$ cat config.mk
export PLATFORM = sky130hd
export DESIGN_NAME = regfile_arbiter
export DESIGN_NICKNAME = d
export VERILOG_FILES = /design/src/rtl/regfile_pkg.sv /design/src/rtl/regfile_arbiter_rr_arb2.sv /design/src/rtl/regfile_arbiter.sv
export SDC_FILE = /design/constraint.sdc
export NUM_CORES = 1
export LEC_CHECK = 0
export CORE_MARGIN = 2
export CORE_UTILIZATION = 51
export CTS_CLUSTER_SIZE = 30
export DETAILED_ROUTE_END_ITERATION = 8
export GPL_ROUTABILITY_DRIVEN = 1
export GPL_TIMING_DRIVEN = 0
export PLACE_DENSITY = 0.93
export SKIP_LAST_GASP = 1
export SLEW_MARGIN = 20
export SYNTH_ARGS = -nofsm -noshare
export SYNTH_HDL_FRONTEND = slang
export SYNTH_SLANG_ARGS = --single-unit
$ cat constraint.sdc
create_clock -name clk -period 3.8 [get_ports clk]
set_input_delay 0.57 -clock clk [delete_from_list [all_inputs] [get_ports clk]]
set_output_delay 0.57 -clock clk [all_outputs]
set_load 0.02 [all_outputs]
$ cat src/rtl/regfile_pkg.sv
// Shared types and constants for the register-bank arbiter.
// Port ids double as bit positions in the two-bit request vector.
package regfile_pkg;

    typedef enum logic [1:0] {IDLE, ACCESS, RESP} state_t;

    typedef logic port_id_t;
    localparam port_id_t HOST = 1'b0;
    localparam port_id_t CORE = 1'b1;

    localparam logic [31:0] DEF_RST_VAL = 32'h0302_0196;

endpackage

$ cat src/rtl/regfile_arbiter_rr_arb2.sv
// Two-way round-robin picker: the port that did not win last time wins a tie.
// last_q moves only when the caller signals that the pick was actually taken.
module rr_arb2
    import regfile_pkg::*;
(
    input  logic       clk,
    input  logic       rst,
    input  logic [1:0] req_i,
    input  logic       take_i,
    output port_id_t   win_o,
    output logic       any_o
);

    port_id_t last_q;

    always_comb begin
        if (req_i[HOST] && req_i[CORE]) win_o = ~last_q;
        else if (req_i[CORE])           win_o = CORE;
        else                            win_o = HOST;
    end

    assign any_o = |req_i;

    // Starting at CORE lets the host win the first tie after reset.
    always_ff @(posedge clk or posedge rst) begin
        if (rst)         last_q <= CORE;
        else if (take_i) last_q <= win_o;
    end

endmodule

$ cat src/rtl/regfile_arbiter.sv
// Register bank shared by the host and core ports: one access per three cycles
// (IDLE -> ACCESS -> RESP), round-robin on contention, whole bank exported flat.
module regfile_arbiter
    import regfile_pkg::*;
#(
    parameter int                   NREGS   = 4,
    parameter int                   AW      = 2,
    parameter int                   DW      = 8,
    parameter logic [NREGS*DW-1:0]  RST_VAL = (NREGS*DW)'(DEF_RST_VAL)
) (
    input  logic                clk,
    input  logic                rst,
    input  logic                host_req,
    input  logic                host_we,
    input  logic [AW-1:0]       host_addr,
    input  logic [DW-1:0]       host_wdata,
    output logic                host_gnt,
    output logic                host_rvalid,
    output logic [DW-1:0]       host_rdata,
    input  logic                core_req,
    input  logic                core_we,
    input  logic [AW-1:0]       core_addr,
    input  logic [DW-1:0]       core_wdata,
    output logic                core_gnt,
    output logic                core_rvalid,
    output logic [DW-1:0]       core_rdata,
    output logic                addr_err,
    output logic [NREGS*DW-1:0] regs_flat
);

    state_t         state_q, state_d;
    port_id_t       win_q;
    logic           we_q;
    logic [AW-1:0]  addr_q;
    logic [DW-1:0]  wdata_q;
    logic [DW-1:0]  bank_q [NREGS];
    logic [DW-1:0]  host_rdata_q, core_rdata_q;

    port_id_t       win;
    logic           any_req, take, addr_ok;
    logic [DW-1:0]  rd_word;

    assign take = (state_q == IDLE) && any_req;

    rr_arb2 u_arb (
        .clk    (clk),
        .rst    (rst),
        .req_i  ({core_req, host_req}),
        .take_i (take),
        .win_o  (win),
        .any_o  (any_req)
    );

    always_ff @(posedge clk or posedge rst) begin
        if (rst) state_q <= IDLE;
        else     state_q <= state_d;
    end

    always_comb begin
        state_d = state_q;
        case (state_q)
            IDLE:    if (any_req) state_d = ACCESS;
            ACCESS:  state_d = RESP;
            RESP:    state_d = IDLE;
            default: state_d = IDLE;
        endcase
    end

    // Request fields are frozen at grant time; the requester may change them afterwards.
    always_ff @(posedge clk or posedge rst) begin
        if (rst) begin
            win_q   <= CORE;
            we_q    <= 1'b0;
            addr_q  <= '0;
            wdata_q <= '0;
        end else if (take) begin
            win_q   <= win;
            we_q    <= (win == HOST) ? host_we    : core_we;
            addr_q  <= (win == HOST) ? host_addr  : core_addr;
            wdata_q <= (win == HOST) ? host_wdata : core_wdata;
        end
    end

    assign addr_ok = int'(addr_q) < NREGS;
    assign rd_word = addr_ok ? bank_q[addr_q] : '0;

    always_ff @(posedge clk or posedge rst) begin
        if (rst) begin
            for (int i = 0; i < NREGS; i++) bank_q[i] <= RST_VAL[i*DW +: DW];
        end else if (state_q == ACCESS && we_q && addr_ok) begin
            bank_q[addr_q] <= wdata_q;
        end
    end

    always_ff @(posedge clk or posedge rst) begin
        if (rst) begin
            host_rdata_q <= '0;
            core_rdata_q <= '0;
        end else if (state_q == ACCESS && !we_q) begin
            if (win_q == HOST) host_rdata_q <= rd_word;
            else               core_rdata_q <= rd_word;
        end
    end

    always_comb begin
        host_gnt    = 1'b0;
        core_gnt    = 1'b0;
        host_rvalid = 1'b0;
        core_rvalid = 1'b0;
        addr_err    = 1'b0;
        if (state_q == ACCESS) begin
            host_gnt = (win_q == HOST);
            core_gnt = (win_q == CORE);
            addr_err = !addr_ok;
        end
        if (state_q == RESP && !we_q) begin
            host_rvalid = (win_q == HOST);
            core_rvalid = (win_q == CORE);
        end
    end

    assign host_rdata = host_rdata_q;
    assign core_rdata = core_rdata_q;

    for (genvar i = 0; i < NREGS; i++) begin : g_flat
        assign regs_flat[i*DW +: DW] = bank_q[i];
    end

endmodule

* Word level (Yosys, flattened, before mapping)
Cells that the tools add are included.
Word-level totals: word-level logic and storage cells 46, output and inout bits 53, latch bits 0, bits in read-only memories 0, bits in registers 62, RAM bits 0, memories 0
Cells by class: multiply operators 0, multiplexer cells 17, $add $sub $neg 0, magnitude comparators 2, eq/ne operators 3, reduce and logical (&&, ||, !) cells 11, shift operators 0, bitwise gates (word level) 2, divide/modulo/power cells 0
Operators by type and width (number):
- $bwmux W32 | 1
- $mux W8 | 4
- $bmux W8 S2 | 1
- $demux W8 S2 | 1
- $mux W1 | 7
- $logic_and A1 B1 Y1 | 6
- $mux W2 | 2
- $pmux W2 S2 | 1
- $reduce_and A2 Y1 | 2
- $ge A3 B3 Y1 const B | 1
- $lt A3 B1 Y1 const B | 1
- $not A2 Y3 | 1
- $eq A2 B1 Y1 const B | 1
- $eq A2 B2 Y1 const B | 1
- $logic_not A2 Y1 | 1
- $ne A2 B2 Y1 const B | 1
- $reduce_or A2 Y1 | 1
- $logic_not A1 Y1 | 1
- $not A1 Y1 | 1

* Longest topological paths before layout
Gate-level depths: netlist of run 1.
depth in word-level cells 6, depth in mapped cells 5, depth with buffers taken out 3

* Modules after synthesis
A second synthesis of run 1 with hierarchy kept.
Second synthesis, totals: cell total of the unflattened synthesis 185, area total of the unflattened synthesis 2820.2 µm²
Modules (own cells, without submodules):
- regfile_arbiter | instances 1, seq. area each 1562.7 µm², cells an instance 180, area an instance 2757.6 µm²
- rr_arb2 | instances 1, seq. area each 26.3 µm², cells an instance 5, area an instance 62.6 µm²

* Worst setup path before layout of run 1
No wires, ideal clock.
path type input-to-reg, from input port core_req, to register addr_q[0], path slack 2118 ps, stages 4, arrival time 1558 ps, buffers on the path 1, library setup time 125 ps, data required time 3675 ps, path through a21boi_1 -> buf_2 -> mux2_2 -> mux2_2
On the way: cells in the longest elaborated chain, start to end 3
Ends and longest elaborated chain:
- start, declared | RTL line regfile_arbiter.sv:20 | input logic core_req,
- $mux W1 / $logic_and A1 B1 Y1 (equally long branches) | RTL line regfile_arbiter_rr_arb2.sv:18, regfile_arbiter_rr_arb2.sv:17
- $mux W1 | RTL line regfile_arbiter_rr_arb2.sv:17 | if (req_i[HOST] && req_i[CORE]) win_o = ~last_q;
- $mux W2 | RTL line regfile_arbiter.sv:79 | addr_q <= (win == HOST) ? host_addr : core_addr;
- end signal, assigned | RTL line regfile_arbiter.sv:79
- end, declared | RTL line regfile_arbiter.sv:34 | logic [AW-1:0] addr_q;
Parallel ways exist; a longest one is shown, timed or not. A chain may end at the register's enable or synchronous reset.

==> impl_metrics.toml, run 1 <==
[status]
outcome = "finished, final reports clean"

[clock_tree]
cts_root_buffer = "clkbuf_8"
ctsResizeCount = 0
cts_sinks = 62
ctsHoldBuffers = 0
insertion_delay_ns = 0.33
post_cts_buffers = 0
ctsHtreeMaxLevel = 3
cts_buffer_depth = 2
cts_tree = "yes"
numCtsBuffers = 9
path_clk_slew_ns = 0.07

[worst_setup_path]
path_delay_family = "buffers and inverters"
crit_buf_inv = 2
arrival_ns = 1.88
critPathMaxFanout = 8
endpoint_kind = "output port"
worst_path_max_delay_cell = "clkdlybuf4s50_1"
path_depth = 4
cpPeakStageDelay_ns = 0.62
path_cells = "buf_4 -> nand2b_1 -> nor2_1 -> clkdlybuf4s50_1"
reg2reg_depth = 5
critPathKind = "reg -> out"
cp_data_required_time_ns = 3.23
cp-start-kind = "flip-flop"

[global_route]
track_usage_pct = 20.56
antenna_found_initial = 0
grt_pass1_wl_um = 9218
overflow = 0
met2_usage_pct = 34.96
grt_util_met1_pct = 25.77
first_global_vias = 1799
gr-max-usage-layer = "met2"
use_met3_pct = 4.186
grt_max_degree = 63

[sta]
slew_headroom_pct = 51.33
skew_ns = 0.006877
tns_ns = 0
drv_slew = 0
fin_crit_sh_pct = 64.40
tightest_slew_ns = 0.7300
fmax_mhz = 408.6
hold_violations = 0
final-setup-viol-count = 0
grt_setup_unrepaired = "no"
period_needed_ns = 2.447

[detailed_routing]
vias = 1750
wl_per_cell_um = 17.00
drt_iter0_markers = 71
ant_nets = 0
drc_errors = 0
post_drt_via_cell_ratio = 5.240
wl_um = 5678
drtPass1Iterations = 4

[power]
power.density_mw_per_mm2 = 940.0
ir_drop_mv = 0.6185
p_leak_nw = 1.586

[logic_synthesis]
synth-seq-cells = 62
synth_largest_area_cell = "dfrtp_1"
seq_area_frac_synth_pct = 56.64
synth_top_area_share_pct = 48.07
ys.flop_type = "dfrtp_1"
async_reset_ff_share_pct = 100.0
syn_inst = 171
synth.avg_cell_area_um2 = 16.13
synth_nets = 197
synth.area.top_cells = "dfrtp_1 48%, mux2_2 28%, dfstp_2 8.6%"
synth_warnings = 0
synthesis.area_mm2 = 0.002759
synth_edf_count = 0
yosysMostFrequentCell = "mux2_2"
synth.distinct_cells = 25
synth_top_cells_by_count = "69 x mux2_2, 53 x dfrtp_1, 9 x dfstp_2"

[final_layout]
nets = 285
n_fill_cell = 347
diodes = 0
layout-drive-gt1-share_pct = 43.56
final_area_mm2 = 0.003801
final_cells = 334
multi_input_area_mm2 = 0.001141
seqCellArea_mm2 = 0.001563
syn_to_final_growth_pct = 37.78

[floorplanning]
die-area_mm2 = 0.006014
io_pins = 79
die_w_um = 77.55
start_util_pct = 53.34
core_area_mm2 = 0.005172
rows = 26
die_h_um = 77.55

[placement]
gp_congestion = 0.8014
numPortBuffers = 77
dp.cells = 318
dp_hpwl_um = 4054
placed_area_mm2 = 0.003620

[hold_path]
holdPathStages = 1
hp-class = "reg -> reg"

[job]
maxCapViolations = 0
-- worst reg2reg max path, cell delays in order, from the launching register on --
cell,delay (ns)
dfstp_2,0.36
buf_4,0.15
a21boi_1,0.17
buf_2,0.33
mux2_2,0.39
mux2_2,0.27
-- layout make-up --
class	count	area share, %
Sequential cell	62	41.11
Multi-Input combinational cell	100	30.02
Timing Repair Buffer	77	20.28
Clock buffer	11	3.456
Tap cell	70	2.304
Clock inverter	5	1.317
Buffer	7	1.251
Inverter	2	0.2633
-- flip-flops by register name, summed over array words and instances, names as in the netlist --
signal,cells
wdata_q,8
regs_flat,32
host_rdata,8
state_q,2
core_rdata,8
u_arb.last_q,1
addr_q,2
we_q,1
-- final timing paths --
check	start	endpoint	slack (ns)
worst max-delay path	u_arb.last_q	core_rvalid	1.35
worst min-delay path	host_rdata[6]	host_rdata[6]	0.51
worst max register to register	u_arb.last_q	wdata_q[1]	2.01
worst min register to register	host_rdata[6]	host_rdata[6]	0.51
max in group asynchronous	rst	wdata_q[0]	2.59
min in group asynchronous	rst	host_rdata[2]	0.73
-- per-stage QoR --
step                      hold WS, ns  power (mW)  setup slack [ns]  util [%]
after floorplan                0.5274       2.310             1.704         -
after detailed placement       0.4961       3.059             1.410     69.98
after global placement         0.4892       3.002            0.7230     69.93
final                          0.5057       3.573             1.353     73.49
after global routing           0.5312       3.769             1.291     73.49
after CTS                      0.5097       3.604             1.342     73.49
-- where the power goes --
part / internal [mW] / total [mW] / switching, mW
Clock: 0.299 / 0.535 / 0.237
Sequential: 1.02 / 1.28 / 0.265
Combinational: 0.976 / 1.75 / 0.778
Total: 2.29 / 3.57 / 1.28
-- cells in the final DEF, fill, tap and decap left out --
cell type	n
clkdlybuf4s50_1	77
mux2_2	69
dfrtp_1	53
clkbuf_8	9
dfstp_2	9
mux4_2	8
buf_4	5
clkinv_2	4
nor2_1	3
nand2b_1	3
buf_2	2
nor2_2	2
clkbuf_1	2
a21boi_1	1
mux2_1	1
o21a_1	1
nor3_4	1
nand3b_4	1
nand2_1	1
nor3b_4	1
nor3_1	1
inv_1	1
and2_1	1
inv_4	1
nor3b_2	1
nor2b_1	1
nand3b_2	1
a21oi_1	1
a31oi_1	1
conb_1	1
bufinv_16	1
-- per-layer routing --
layer / wire, um / part of all wire [%]
met1: 2367 / 42
met3: 246 / 4.3
met5: 0 / 0
met4: 93 / 1.6
met2: 2971 / 52
-- kinds of logic after synthesis --
group           Yosys count  share of synthesized area [%]
buf+inv                   9                          1.996
simple gates             17                          5.170
compound gates            4                         0.9526
mux                      78                          35.10
other cells               1                         0.1359
flops                    62                          56.64
(Power assumes the default switching activity.)
==> inputs of run 2 (changes only) <==
CORE_UTILIZATION = 47   (was 51)
PLACE_DENSITY = 0.87   (was 0.93)
clock period = 2.4 ns   (was 3.8 ns; I/O delays follow)
==> run 2 against run 1 <==
Sequential power rose by 59%. Highest routed layer unchanged. Combinational power rose by 59%. Clock skew fell by 0.0015 ns. Critical path depth did not move. First-iteration DRC count rose by 8.5%. Via count rose by 0.63%. Sequential cell count did not move. Design area rose by 1.1%. Clock power rose by 69%. Die area rose by 8.1%.
==> impl_metrics.toml, run 2 (synthesized netlist as in run 1, its figures left out) <==
[status]
outcome = "finished, final reports clean"

[worst_setup_path]
r2r_start = "u_arb.last_q"
arrival_ns = 1.83
rr_endpoint = "wdata_q[6]"
endpoint_kind = "output port"
reg2reg_depth = 5
cp-start-kind = "flip-flop"
critPathMaxFanout = 5
critPathKind = "reg -> out"
rrSetupSlack_ns = 0.63
cp_data_required_time_ns = 2.04

[sta]
skew_ns = 0.005329
drv_slew = 0
slew_headroom_pct = 63.44
whs_ns = 0.4429
period_needed_ns = 2.190
fin_ws_ns = 0.2104
fin_crit_sh_pct = 91.23
hold_violations = 0
final-setup-viol-count = 0
grt_setup_unrepaired = "no"
tightest_slew_ns = 0.5478
fmax_mhz = 456.7

[power]
power_frac_comb_pct = 48.6
power.switching_mw = 2.021
power.density_mw_per_mm2 = 1488
p_sw_share_pct = 35.36
internal_power_mw = 3.695
p_leak_nw = 1.598
seq_power_share_pct = 35.6
pwr-share-clk_pct = 15.8
ir_drop_mv = 0.7483

[detailed_routing]
drc_errors = 0
post_drt_via_cell_ratio = 5.241
wl_per_cell_um = 17.38
ant_nets = 0
drtPass1Iterations = 4
drt_iter0_markers = 77
wl_um = 5840
vias = 1761

[hold_path]
hp-class = "in -> async"

[placement]
gp_congestion = 0.7231
numPortBuffers = 77
dp_hpwl_um = 4166
preCtsSetupSlack_ns = 0.2254

[clock_tree]
ctsHtreeMaxLevel = 3
numCtsBuffers = 9
ctsResizeCount = 0
ctsHoldBuffers = 0
post_cts_buffers = 0
cts_tree = "yes"
cts_sinks = 62
cts_root_buffer = "clkbuf_8"
path_clk_slew_ns = 0.06
cts_buffer_depth = 2
insertion_delay_ns = 0.33

[final_layout]
diodes = 0
layout-drive-gt1-share_pct = 43.18
syn_to_final_growth_pct = 39.27
final_cell_mix = "77 x clkdlybuf4s50_1, 69 x mux2_2, 53 x dfrtp_1"
final_common_cell = "clkdlybuf4s50_1"
nets = 286
largest_register_ff_count = 32

[global_route]
grt_pass1_wl_um = 9515
antenna_found_initial = 0
track_usage_pct = 20.26
overflow = 0
grt_max_degree = 63
first_global_vias = 1839

[floorplanning]
rows = 27
die_h_um = 80.62
die-area_mm2 = 0.006499
io_pins = 79
core_area_mm2 = 0.005574
start_util_pct = 49.49
die_w_um = 80.62

[job]
maxCapViolations = 0
-- run 2: cell count changes in the layout (fill, tap and decap cells not counted) --
cell and change:
clkinv_2 -4, clkbuf_8 +2, buf_16 +1, clkbuf_1 +1
-- run 2: worst max-delay path: stages, from the launching register on --
cell             delay [ns]
dfrtp_1                0.43
nand2b_1               0.25
inv_1                  0.10
and2_1                 0.12
clkdlybuf4s50_1        0.59
-- run 2: area by class of cell --
class / count / area, um2
clock inverters: 1 / 30.03
plain buffers: 7 / 47.55
multi-input cells: 100 / 1141
clock buffers: 14 / 162.7
flip-flops and latches: 62 / 1563
inverters: 2 / 10.01
fillers: 414 / 1732
repair buffers: 78 / 798.3
well taps: 72 / 90.09
-- run 2: layer usage --
metal / vias to the layer above / share of wire, % / global-route usage (%)
met5: - / 0 / 0
met1: 891 / 44 / 25.43
met4: 0 / 2.2 / 9.831
li1: 804 / - / -
met3: 10 / 4.5 / 3.708
met2: 56 / 50 / 33.75
-- run 2: how the worst max path moves through the flow --
stage                     depth (start not counted)        from  slack, ns       endpoint
after global placement                            2         rst      -0.48  regs_flat[26]
after detailed placement                          5    core_req       0.23     wdata_q[6]
after global routing                              4  state_q[1]       0.11       core_gnt
after CTS                                         4  state_q[1]       0.20       core_gnt
after floorplan                                   1         rst       0.51      addr_q[0]
final                                             4  state_q[1]       0.21       core_gnt
-- run 2: power groups by stage --
| stage | combinational [mW] | clock (mW) | sequential (mW) |
|---|---|---|---|
| 3_3_place_gp | 2.74 | 0 | 2.02 |
| 4_1_cts | 2.81 | 0.920 | 2.04 |
| 3_5_place_dp | 2.81 | 0 | 2.05 |
| 5_1_grt | 2.95 | 0.958 | 2.11 |
| 6_report | 2.78 | 0.902 | 2.04 |
| 2_1_floorplan | 1.23 | 0 | 2.42 |
-- run 2: per-stage QoR --
stage | total power, mW | setup TNS (ns) | util, % | area (um2) | std cells
after CTS | 5.769 | 0 | 68.93 | 3842 | 336
after floorplan | 3.658 | 0 | - | 2759 | 171
after detailed placement | 4.860 | 0 | 65.48 | 3650 | 321
after global placement | 4.758 | -25.24 | 64.94 | 3620 | 320
after global routing | 6.025 | 0 | 68.93 | 3842 | 336
final | 5.717 | 0 | 68.93 | 3842 | 336
==> edit, RTL diff (flow settings as in run 2) <==
The parameter `DW` goes from 8 to 6.
--- a/src/rtl/regfile_arbiter.sv
+++ b/src/rtl/regfile_arbiter.sv
@@ -6,5 +6,5 @@
     parameter int                   NREGS   = 4,
     parameter int                   AW      = 2,
-    parameter int                   DW      = 8,
+    parameter int                   DW      = 6,
     parameter logic [NREGS*DW-1:0]  RST_VAL = (NREGS*DW)'(DEF_RST_VAL)
 ) (
Ports: changed (5 resized); port bits go from 79 to 63. The function was not compared with the original's and may differ.
==> edit against run 2 <==
Total power shrank 26%; critical endpoint unchanged; core utilization shrank 2.0 points; area after synthesis shrank 21%; cell count shrank 23%; non-clock buffer count shrank 16; clock skew grew 0.0052 ns; largest cell class unchanged; sequential cell count shrank 14; first-iteration DRC count grew 9.1%; register-to-register slack lost 0.21 ns; setup slack gained 0.049 ns; design area shrank 23%; routed wire length shrank 23%.
==> edit: results (changes against run 2) <==
| Metric | Value |
|---|---|
| Final clock skew | `0.01057 ns (was 0.005329 ns)` |
| Clock root buffer | `clkbuf_8 (unchanged)` |
| Ant. Diodes | `0 (unchanged)` |
| Max IR drop VDD | `0.0006560 V (was 0.0007483 V)` |
| Count of pins over their slew limit | `0 (unchanged)` |
| Clock buffer count from CTS | `5 (was 9)` |
| Largest buffer count on any clock path | `2 (unchanged)` |
| Vias per std cell | `5.430 (was 5.241)` |
| Ys flop type | `dfrtp_1 (unchanged)` |
| Status | `finished, final reports clean (unchanged)` |
| Most instantiated cells after synthesis | `45 x mux2_2, 41 x dfrtp_1, 7 x dfstp_2 (was 69 x mux2_2, 53 x dfrtp_1, 9 x dfstp_2)` |
| Pin count of the biggest net entering global routing | `35 (was 63)` |
| Max FFs per register | `24 (was 32)` |
| Wire length of the first global-routing pass | `7569 um (was 9515 um)` |
| HPWL reported at the end of detailed placement | `3383 um (was 4166 um)` |
| Sequential share of the synthesized area | `55.77% (was 56.64%)` |
| Total track usage | `19.49% (was 20.26%)` |
| Clock latency of the later-clocked register in the worst-skew pair | `0.31 ns (was 0.33 ns)` |
| Number of max-capacitance violations reported | `0 (unchanged)` |
| Net count reported at finish | `227 (was 286)` |
| Antenna violations before repair | `0 (unchanged)` |
| H-tree levels | `2 (was 3)` |
| Post-Syn Nets | `158 (was 197)` |
| Crit path arrival time | `1.78 ns (was 1.83 ns)` |
| Vias in the first global route | `1443 (was 1839)` |
| Total of warnings raised by yosys | `0 (unchanged)` |
| Main area contributors after synthesis | `dfrtp_1 47%, mux2_2 23%, dfstp_2 8.5% (was dfrtp_1 48%, mux2_2 28%, dfstp_2 8.6%)` |
| Clock input transition at the sequential cells of the worst setup and hold paths | `0.09 ns (was 0.06 ns)` |
| Avg WL per Cell | `17.49 um (was 17.38 um)` |
| Transition at the pin with the smallest max-transition slack | `1.073 ns (was 0.5478 ns)` |
| Routability congestion estimate | `0.7475 (was 0.7231)` |
| Leakage power figure | `1.250 nW (was 1.598 nW)` |
| Count of input and output buffers | `61 (was 77)` |
| Switching share of total power | `37.20% (was 35.36%)` |
| Drt initial violations | `84 (was 77)` |
| Post CTS Setup Buffer Count | `0 (unchanged)` |
| Share of layout cells above drive strength 1 | `41.75% (was 43.18%)` |
| Total iterations of the first detailed-routing run | `4 (unchanged)` |
| # resized after CTS | `0 (unchanged)` |
| Count of cell types in the netlist | `24 (was 25)` |
| Hold Crit Class | `primary input to asynchronous set/reset pin (unchanged)` |
| Biggest fanout along the worst timing path | `7 (was 5)` |
-- edit: through the flow --
stage / utilization, % / setup slack (ns) / cell area (um2) / cells / total power [mW]
floorplan: - / 0.7905 / 2170 / 136 / 2.827
global placement: 64.46 / 0.1018 / 2845 / 249 / 3.658
detailed placement: 64.91 / 0.3586 / 2865 / 250 / 3.751
CTS: 66.89 / 0.2515 / 2953 / 258 / 4.232
global route: 66.89 / 0.1654 / 2953 / 258 / 4.444
finish: 66.89 / 0.2598 / 2953 / 258 / 4.205
-- edit: cell type report --
| class | instances | area, um2 |
|---|---|---|
| plain buffers | 7 | 42.54 |
| clock buffers | 5 | 68.82 |
| clock inverters | 3 | 18.77 |
| fillers | 313 | 1461 |
| well taps | 52 | 65.06 |
| inverters | 4 | 15.01 |
| repair buffers | 62 | 630.6 |
| flip-flops and latches | 48 | 1210 |
| multi-input cells | 77 | 902.1 |
-- edit: power by group through the flow --
stage	logic, mW	clock network, mW	registers, mW
6_report	2.15	0.478	1.57
5_1_grt	2.28	0.530	1.64
4_1_cts	2.17	0.489	1.57
3_5_place_dp	2.16	0	1.59
3_3_place_gp	2.10	0	1.55
2_1_floorplan	0.965	0	1.86
-- edit: worst paths after layout --
path                                                 from  depth (start not counted)  slack, ns                         to
max in group asynchronous                             rst                          3       1.52   regs_flat[2]$_DFFE_PP1P_
worst min-delay path                                  rst                          2       0.32   regs_flat[5]$_DFFE_PP0P_
worst max register to register     state_q[1]$_DFFE_PP0P_                          3       0.42  host_rdata[4]$_DFFE_PP0P_
worst max-delay path               state_q[1]$_DFFE_PP0P_                          4       0.26                   core_gnt
worst min register to register  host_rdata[0]$_DFFE_PP0P_                          1       0.51  host_rdata[0]$_DFFE_PP0P_
min in group clk                host_rdata[0]$_DFFE_PP0P_                          1       0.51  host_rdata[0]$_DFFE_PP0P_
-- edit: cells by family after synthesis --
family | count (synthesis) | share of synthesized area [%]
mux | 61 | 35.58
buf+inv | 11 | 2.653
compound gates | 1 | 0.3461
other cells | 1 | 0.1728
simple gates | 14 | 5.479
flops | 48 | 55.77
-- edit: routing by layer --
metal | track usage, % | vias up | wire, um
met3 | 5.972 | 4 | 283
met5 | 0 | - | 0
met2 | 31.38 | 47 | 2133
met4 | 5.031 | 0 | 40
met1 | 26.03 | 716 | 2055
li1 | - | 634 | -
-- edit: worst max-delay path, stage by stage (launching register included) --
cell and delay [ns]:
dfrtp_1 0.42, nand2b_4 0.20, inv_1 0.11, and2_1 0.14, clkdlybuf4s50_1 0.60
